**src/rtl/pattern_scan_counter_if.sv**
```systemverilog
// Control, memory-load and result bundle for pattern_scan_counter.
// The master drives start/pattern/load; the slave returns status and display.
interface pattern_scan_counter_if #(
  parameter int WORD_W     = 8,
  parameter int DEPTH      = 9,
  parameter int PAT_W      = 4,
  parameter int CNT_DIGITS = 2
);
  localparam int AW = (DEPTH > 1) ? $clog2(DEPTH) : 1;

  logic                      start;
  logic                      mode;
  logic [PAT_W-1:0]          pattern;
  logic                      we;
  logic [AW-1:0]             waddr;
  logic [WORD_W-1:0]         wdata;
  logic                      busy;
  logic                      done;
  logic [4*CNT_DIGITS-1:0]   count_bcd;
  logic [7*CNT_DIGITS-1:0]   seg;

  modport master (
    output start, mode, pattern, we, waddr, wdata,
    input  busy, done, count_bcd, seg
  );

  modport slave (
    input  start, mode, pattern, we, waddr, wdata,
    output busy, done, count_bcd, seg
  );
endinterface

```
**src/rtl/pattern_scan_counter.sv**
```systemverilog
// Scans a small word memory for a bit pattern, one window per clock,
// and counts hits as a saturating BCD value with 7-segment outputs.
module pattern_scan_counter #(
  parameter int WORD_W     = 8,
  parameter int DEPTH      = 9,
  parameter int PAT_W      = 4,
  parameter int CNT_DIGITS = 2
) (
  input  logic                clk,
  input  logic                rst,
  pattern_scan_counter_if.slave bus
);
  localparam int AW     = (DEPTH > 1) ? $clog2(DEPTH) : 1;
  localparam int MAXOFF = WORD_W - PAT_W;
  localparam int OW     = (MAXOFF > 0) ? $clog2(MAXOFF + 1) : 1;
  localparam int CW     = 4 * CNT_DIGITS;

  localparam logic [31:0] MAXOFF_U = 32'(MAXOFF);
  localparam logic [31:0] LASTA_U  = 32'(DEPTH - 1);
  localparam logic [31:0] DEPTH_U  = 32'(DEPTH);
  localparam logic [WORD_W-1:0] MASK =
    {WORD_W{1'b1}} >> (WORD_W - PAT_W);

  typedef enum logic [1:0] {
    S_IDLE,
    S_SCAN,
    S_FIN
  } state_e;

  state_e            state_q, state_d;
  logic [PAT_W-1:0]  pat_q, pat_d;
  logic              mode_q, mode_d;
  logic [AW-1:0]     addr_q, addr_d;
  logic [OW-1:0]     off_q, off_d;
  logic [CW-1:0]     cnt_q, cnt_d;
  logic [WORD_W-1:0] mem_q [DEPTH];

  logic [WORD_W-1:0] rd_word;
  logic [WORD_W-1:0] win;
  logic [31:0]       sh;
  logic              diag_ok;
  logic              last_off;
  logic              last;
  logic              hit;

  function automatic logic [CW-1:0] bcd_inc(
    input logic [CW-1:0] v
  );
    logic [CW-1:0] r;
    logic          c;
    r = v;
    c = 1'b1;
    for (int i = 0; i < CNT_DIGITS; i++) begin
      if (c) begin
        if (v[4*i +: 4] == 4'd9) begin
          r[4*i +: 4] = 4'd0;
        end else begin
          r[4*i +: 4] = v[4*i +: 4] + 4'd1;
          c = 1'b0;
        end
      end
    end
    // a carry out of the top digit means all-9s: hold
    return c ? v : r;
  endfunction

  function automatic logic [6:0] seg7(input logic [3:0] d);
    logic [6:0] s;
    unique case (d)
      4'd0:    s = 7'b0000001;
      4'd1:    s = 7'b1001111;
      4'd2:    s = 7'b0010010;
      4'd3:    s = 7'b0000110;
      4'd4:    s = 7'b1001100;
      4'd5:    s = 7'b0100100;
      4'd6:    s = 7'b0100000;
      4'd7:    s = 7'b0001111;
      4'd8:    s = 7'b0000000;
      4'd9:    s = 7'b0000100;
      default: s = 7'b1111111;
    endcase
    return s;
  endfunction

  always_comb begin
    rd_word  = mem_q[addr_q];
    sh       = mode_q ? 32'(addr_q) : 32'(off_q);
    win      = rd_word >> sh;
    diag_ok  = 32'(addr_q) <= MAXOFF_U;
    last_off = 32'(off_q) == MAXOFF_U;
    last     = (32'(addr_q) == LASTA_U) && (mode_q || last_off);
    hit      = (((win ^ WORD_W'(pat_q)) & MASK) == '0)
               && (!mode_q || diag_ok);
  end

  always_comb begin
    state_d = state_q;
    pat_d   = pat_q;
    mode_d  = mode_q;
    addr_d  = addr_q;
    off_d   = off_q;
    cnt_d   = cnt_q;
    unique case (state_q)
      S_IDLE: begin
        if (bus.start) begin
          state_d = S_SCAN;
          pat_d   = bus.pattern;
          mode_d  = bus.mode;
          cnt_d   = '0;
          addr_d  = '0;
          off_d   = '0;
        end
      end
      S_SCAN: begin
        if (hit) cnt_d = bcd_inc(cnt_q);
        if (last) begin
          state_d = S_FIN;
        end else if (mode_q || last_off) begin
          addr_d = addr_q + 1'b1;
          off_d  = '0;
        end else begin
          off_d = off_q + 1'b1;
        end
      end
      S_FIN: begin
        state_d = S_IDLE;
      end
      default: begin
        state_d = S_IDLE;
      end
    endcase
  end

  always_ff @(posedge clk or negedge rst) begin
    if (!rst) begin
      state_q <= S_IDLE;
      pat_q   <= '0;
      mode_q  <= 1'b0;
      addr_q  <= '0;
      off_q   <= '0;
      cnt_q   <= '0;
    end else begin
      state_q <= state_d;
      pat_q   <= pat_d;
      mode_q  <= mode_d;
      addr_q  <= addr_d;
      off_q   <= off_d;
      cnt_q   <= cnt_d;
    end
  end

  // image is frozen outside IDLE so a scan sees consistent data
  always_ff @(posedge clk) begin
    if (bus.we && state_q == S_IDLE
        && 32'(bus.waddr) < DEPTH_U) begin
      mem_q[bus.waddr] <= bus.wdata;
    end
  end

  always_comb begin
    bus.busy      = state_q == S_SCAN;
    bus.done      = state_q == S_FIN;
    bus.count_bcd = cnt_q;
    for (int i = 0; i < CNT_DIGITS; i++) begin
      bus.seg[7*i +: 7] = seg7(cnt_q[4*i +: 4]);
    end
  end
endmodule
```
**src/flat_wrapper.sv**
```systemverilog
// flat-port wrapper written by rule: the top's interface ports become plain ports
module pattern_scan_counter_flat 
#(
  parameter int WORD_W     = 8,
  parameter int DEPTH      = 9,
  parameter int PAT_W      = 4,
  parameter int CNT_DIGITS = 2
)
  (clk, rst, bus_start, bus_mode, bus_pattern, bus_we, bus_waddr, bus_wdata, bus_busy, bus_done, bus_count_bcd, bus_seg);
  pattern_scan_counter_if #(.WORD_W(WORD_W), .DEPTH(DEPTH), .PAT_W(PAT_W), .CNT_DIGITS(CNT_DIGITS)) bus_i ();
  input  logic clk;
  input  logic rst;
  input wire logic [$bits(bus_i.start)-1:0] bus_start;
  input wire logic [$bits(bus_i.mode)-1:0] bus_mode;
  input wire logic [$bits(bus_i.pattern)-1:0] bus_pattern;
  input wire logic [$bits(bus_i.we)-1:0] bus_we;
  input wire logic [$bits(bus_i.waddr)-1:0] bus_waddr;
  input wire logic [$bits(bus_i.wdata)-1:0] bus_wdata;
  output wire logic [$bits(bus_i.busy)-1:0] bus_busy;
  output wire logic [$bits(bus_i.done)-1:0] bus_done;
  output wire logic [$bits(bus_i.count_bcd)-1:0] bus_count_bcd;
  output wire logic [$bits(bus_i.seg)-1:0] bus_seg;
  assign bus_i.start = bus_start;
  assign bus_i.mode = bus_mode;
  assign bus_i.pattern = bus_pattern;
  assign bus_i.we = bus_we;
  assign bus_i.waddr = bus_waddr;
  assign bus_i.wdata = bus_wdata;
  assign bus_busy = bus_i.busy;
  assign bus_done = bus_i.done;
  assign bus_count_bcd = bus_i.count_bcd;
  assign bus_seg = bus_i.seg;
  pattern_scan_counter #(.WORD_W(WORD_W), .DEPTH(DEPTH), .PAT_W(PAT_W), .CNT_DIGITS(CNT_DIGITS)) u_core (.clk(clk), .rst(rst), .bus(bus_i));
endmodule
```
**config.mk**
```make
export PLATFORM = sky130hd
export DESIGN_NAME = pattern_scan_counter_flat
export DESIGN_NICKNAME = d
export VERILOG_FILES = /design/src/rtl/pattern_scan_counter_if.sv /design/src/rtl/pattern_scan_counter.sv /design/src/flat_wrapper.sv
export SDC_FILE = /design/constraint.sdc
export NUM_CORES = 1
export LEC_CHECK = 0
export BUFFER_PORTS_ARGS = -buffer_cell sky130_fd_sc_hd__buf_2
export CAP_MARGIN = 20
export CORE_UTILIZATION = 45
export CTS_CLUSTER_SIZE = 8
export DETAILED_ROUTE_END_ITERATION = 10
export SYNTH_ARGS = -nofsm -noshare
export SYNTH_HDL_FRONTEND = slang
export SYNTH_SLANG_ARGS = --single-unit
```
**constraint.sdc**
```tcl
create_clock -name clk -period 3.65 [get_ports clk]
set_input_delay 0.365 -clock clk [delete_from_list [all_inputs] [get_ports clk]]
set_output_delay 0.365 -clock clk [all_outputs]
set_load 0.03 [all_outputs]
```
==> metrics.txt <==
dpl cells=slightly below 600; crit path DAT=roughly 3500 ps; Power Dens Cells=between 700 and 800 nW/µm²; # nets final=roughly 510; total track usage=20.1%; die height=around 110 µm; Worst Path Required=3950 ps; number of antenna diodes=0; gp weighted congestion=slightly below 1; final setup TNS=0 ps; final non-filler cell area=~5400 µm²; Setup crit end kind=register; worst vdd ir=392 µV; first-pass GRT wire length=17.2 mm; Post-synth EDFFs=between 70 and 80; clock root cell=clkbuf_8; Final ANT Viol Nets=0; Ports=between 40 and 50; DRT iter0 DRCs=201; RR Startpoint=u_core.mode_q; CTS tree=built; Ys Warns=0; commonest non-fill, non-tap cells in the layout=edfxtp_1 (72), nand2_1 (51), buf_2 (44); Worst-Skew Late Latency=approximately 370 ps; RSZ-0062 raised after global routing=no; WS Path Type=register to register; Critical Path Source=u_core.mode_q; Setup violations, final=0; CTS Buf Count=9; Detail Placement HPWL=7.54 mm; GRT overflow=0; H-tree depth=3; Lkg Pwr=2.10 nW; CTS clk-pin slew, worst paths=90 ps; chip width=106 µm; area growth from synthesis to layout=11.2%; min Tclk post-route=3180 ps; most common cell after layout, fill and taps aside=edfxtp_1; total number of vias=3540; num rows=37; Main synth FF type=edfxtp_1; die area=11200 µm²; clock sinks=94; CP max FO=13; largest net degree at the start of global routing=23; Peak Freq=roughly 310 MHz; Synth Area per Inst=between 10 and 15 µm²; Hold Slack=187 ps; Synth cell types=62; initial antenna violation count=0; Netlist Area Pre-Place=about 4900 µm²; routed len/inst=between 15 and 20 µm; Final Skew=11.4 ps; drt via density=~5.8; number of max-cap violations=0; HP Class=input pin to register; syn_nets=~460; DR pass1 iterations=5; vias in the first global route=~3300; Storage cell area=about 2700 µm²; Seq cells post-synth=between 90 and 100; Initial Utilization=46.7%; final WL=approximately 11 mm; run status=complete, no violations; footprint of the multi-input gates=1950 µm²; worst slew pin tran=a little over 900 ps; fin crit share=between 80% and 90%; post-synthesis sequential area ratio=between 50% and 60%; maximum buffer depth of the clock tree=2; Core ar.=about 10000 µm²; dpl cell area=roughly 5200 µm²; Slew headroom=37.8%; Mapped Cells=426; final std cells w/o fill=614; DRC errors left=0; Startpoint Class=register; number of fill cells=roughly 940; # resized after CTS=0; Synth async-reset ratio=between 20% and 30%; port bufs=44; final hold viol count=0; layout cells sized above 1=between 10% and 20%; Hold Path Origin=bus_pattern[3]; Max Slew Vio Count=0
[cells in the mapped netlist, types with 2 or more instances]
| master | count | area (µm²) |
|---|---|---|
| nor3b_1 | 2 | 15.0 |
| a22o_1 | 2 | 17.5 |
| a31oi_1 | 8 | 50.1 |
| nand2b_1 | 2 | 12.5 |
| o31ai_1 | 2 | 15.0 |
| mux2i_1 | 33 | 330 |
| dfrtp_1 | 22 | 551 |
| buf_4 | 3 | 22.5 |
| a22oi_1 | 13 | 97.6 |
| inv_1 | 16 | 60.1 |
| a211oi_1 | 2 | 15.0 |
| and3_1 | 2 | 12.5 |
| o22ai_1 | 3 | 18.8 |
| nor4_1 | 4 | 25.0 |
| or2_2 | 2 | 12.5 |
| nor2_1 | 27 | 101 |
| nand3_1 | 18 | 90.1 |
| xnor2_1 | 2 | 17.5 |
| edfxtp_1 | 72 | 2160 |
| buf_6 | 3 | 33.8 |
| mux4_2 | 2 | 45.0 |
| a32oi_1 | 2 | 17.5 |
| o21ai_0 | 27 | 135 |
| or3_1 | 4 | 25.0 |
| nor3_1 | 6 | 30.0 |
| buf_2 | 5 | 25.0 |
| nand3b_1 | 6 | 45.0 |
| nand4_1 | 7 | 43.8 |
| ha_1 | 14 | 175 |
| and2_1 | 6 | 37.5 |
| mux2_2 | 4 | 45.0 |
| nor2b_1 | 2 | 12.5 |
| a21oi_1 | 13 | 65.1 |
| xor2_1 | 2 | 17.5 |
| clkbuf_1 | 10 | 37.5 |
| a31o_2 | 2 | 17.5 |
| nand2_1 | 51 | 191 |
[worst max-delay path, stage by stage, from the launching register on]
cell      delay, ps
dfrtp_1         620
mux2i_1         820
a21boi_0        180
o21ai_0         200
nand4_1         130
a221oi_2        210
o211a_1         180
nand4_1         130
or4b_1          530
o211ai_1         90
[metal layers]
layer	wire, µm	share of wire [%]	track usage, %
met1	5060	48	27.9
met2	4910	46	32.3
met3	515	4.9	4.11
met4	107	1.0	5.36
met5	0	0	0
[worst paths after layout]
path | cells after the start | slack, ps | to
max | 9 | 470 | u_core.bus.count_bcd[7]
min | 3 | 190 | u_core.pat_q[3]
max reg2reg | 9 | 470 | u_core.bus.count_bcd[7]
min reg2reg | 2 | 550 | u_core.pat_q[0]
max in group asynchronous | 2 | 2810 | u_core.addr_q[0]
min in group asynchronous | 2 | 480 | u_core.bus.count_bcd[5]
[sequential cells by signal, indices dropped and copies added, names as in the netlist]
register and count:
u_core.addr_q 4, u_core.bus.count_bcd 8, u_core.mem_q 72, u_core.mode_q 1, u_core.off_q 3, u_core.pat_q 4
u_core.state_q 2
[per-stage QoR]
| stage | setup slack, ps | utilization [%] | total power [mW] |
|---|---|---|---|
| 6_report | 471 | 52.0 | 4.23 |
| 4_1_cts | 458 | 52.0 | 4.24 |
| 5_1_grt | 229 | 52.0 | 4.53 |
| 3_5_place_dp | 503 | 50.2 | 3.61 |
| 3_3_place_gp | 553 | 50.2 | 3.60 |
| 2_1_floorplan | 1000 | - | 3.11 |
[what timing repair did]
| item | CTS | global route |
|---|---|---|
| setup buffers | 0 | 0 |
| setup endpoints to repair | 0 | 0 |
| hold endpoints to repair | 22 | 0 |
| hold buffers | 1 | 0 |
[where the power goes]
part,internal (mW),switching [mW],leakage [nW],total (mW)
registers,1.25,0.202,0.917,1.46
logic,0.811,1.33,1.10,2.15
clock network,0.254,0.370,0.0866,0.624
[cells by family (layout without fill, tap and decap cells)]
group	count (synthesis)	in the layout	share of synthesized area (%)
buffers and inverters	39	91	4.16
AND/OR/NAND/NOR	143	143	14.1
flip-flops	94	94	55.7
XOR/XNOR	4	4	0.720
AO/OA/AOI/OAI	92	92	12.8
adder cells (fa/ha/maj)	14	14	3.60
multiplexers	40	40	8.87
[layout make-up]
cell class | count | area share (%)
multi-input cells | 293 | 36.1
repair buffers | 58 | 6.29
flip-flops and latches | 94 | 50.1
clock buffers | 10 | 2.36
inverters | 17 | 1.18
well taps | 136 | 3.14
clock inverters | 6 | 0.832
Note: power is estimated with default switching activity, not from simulation.
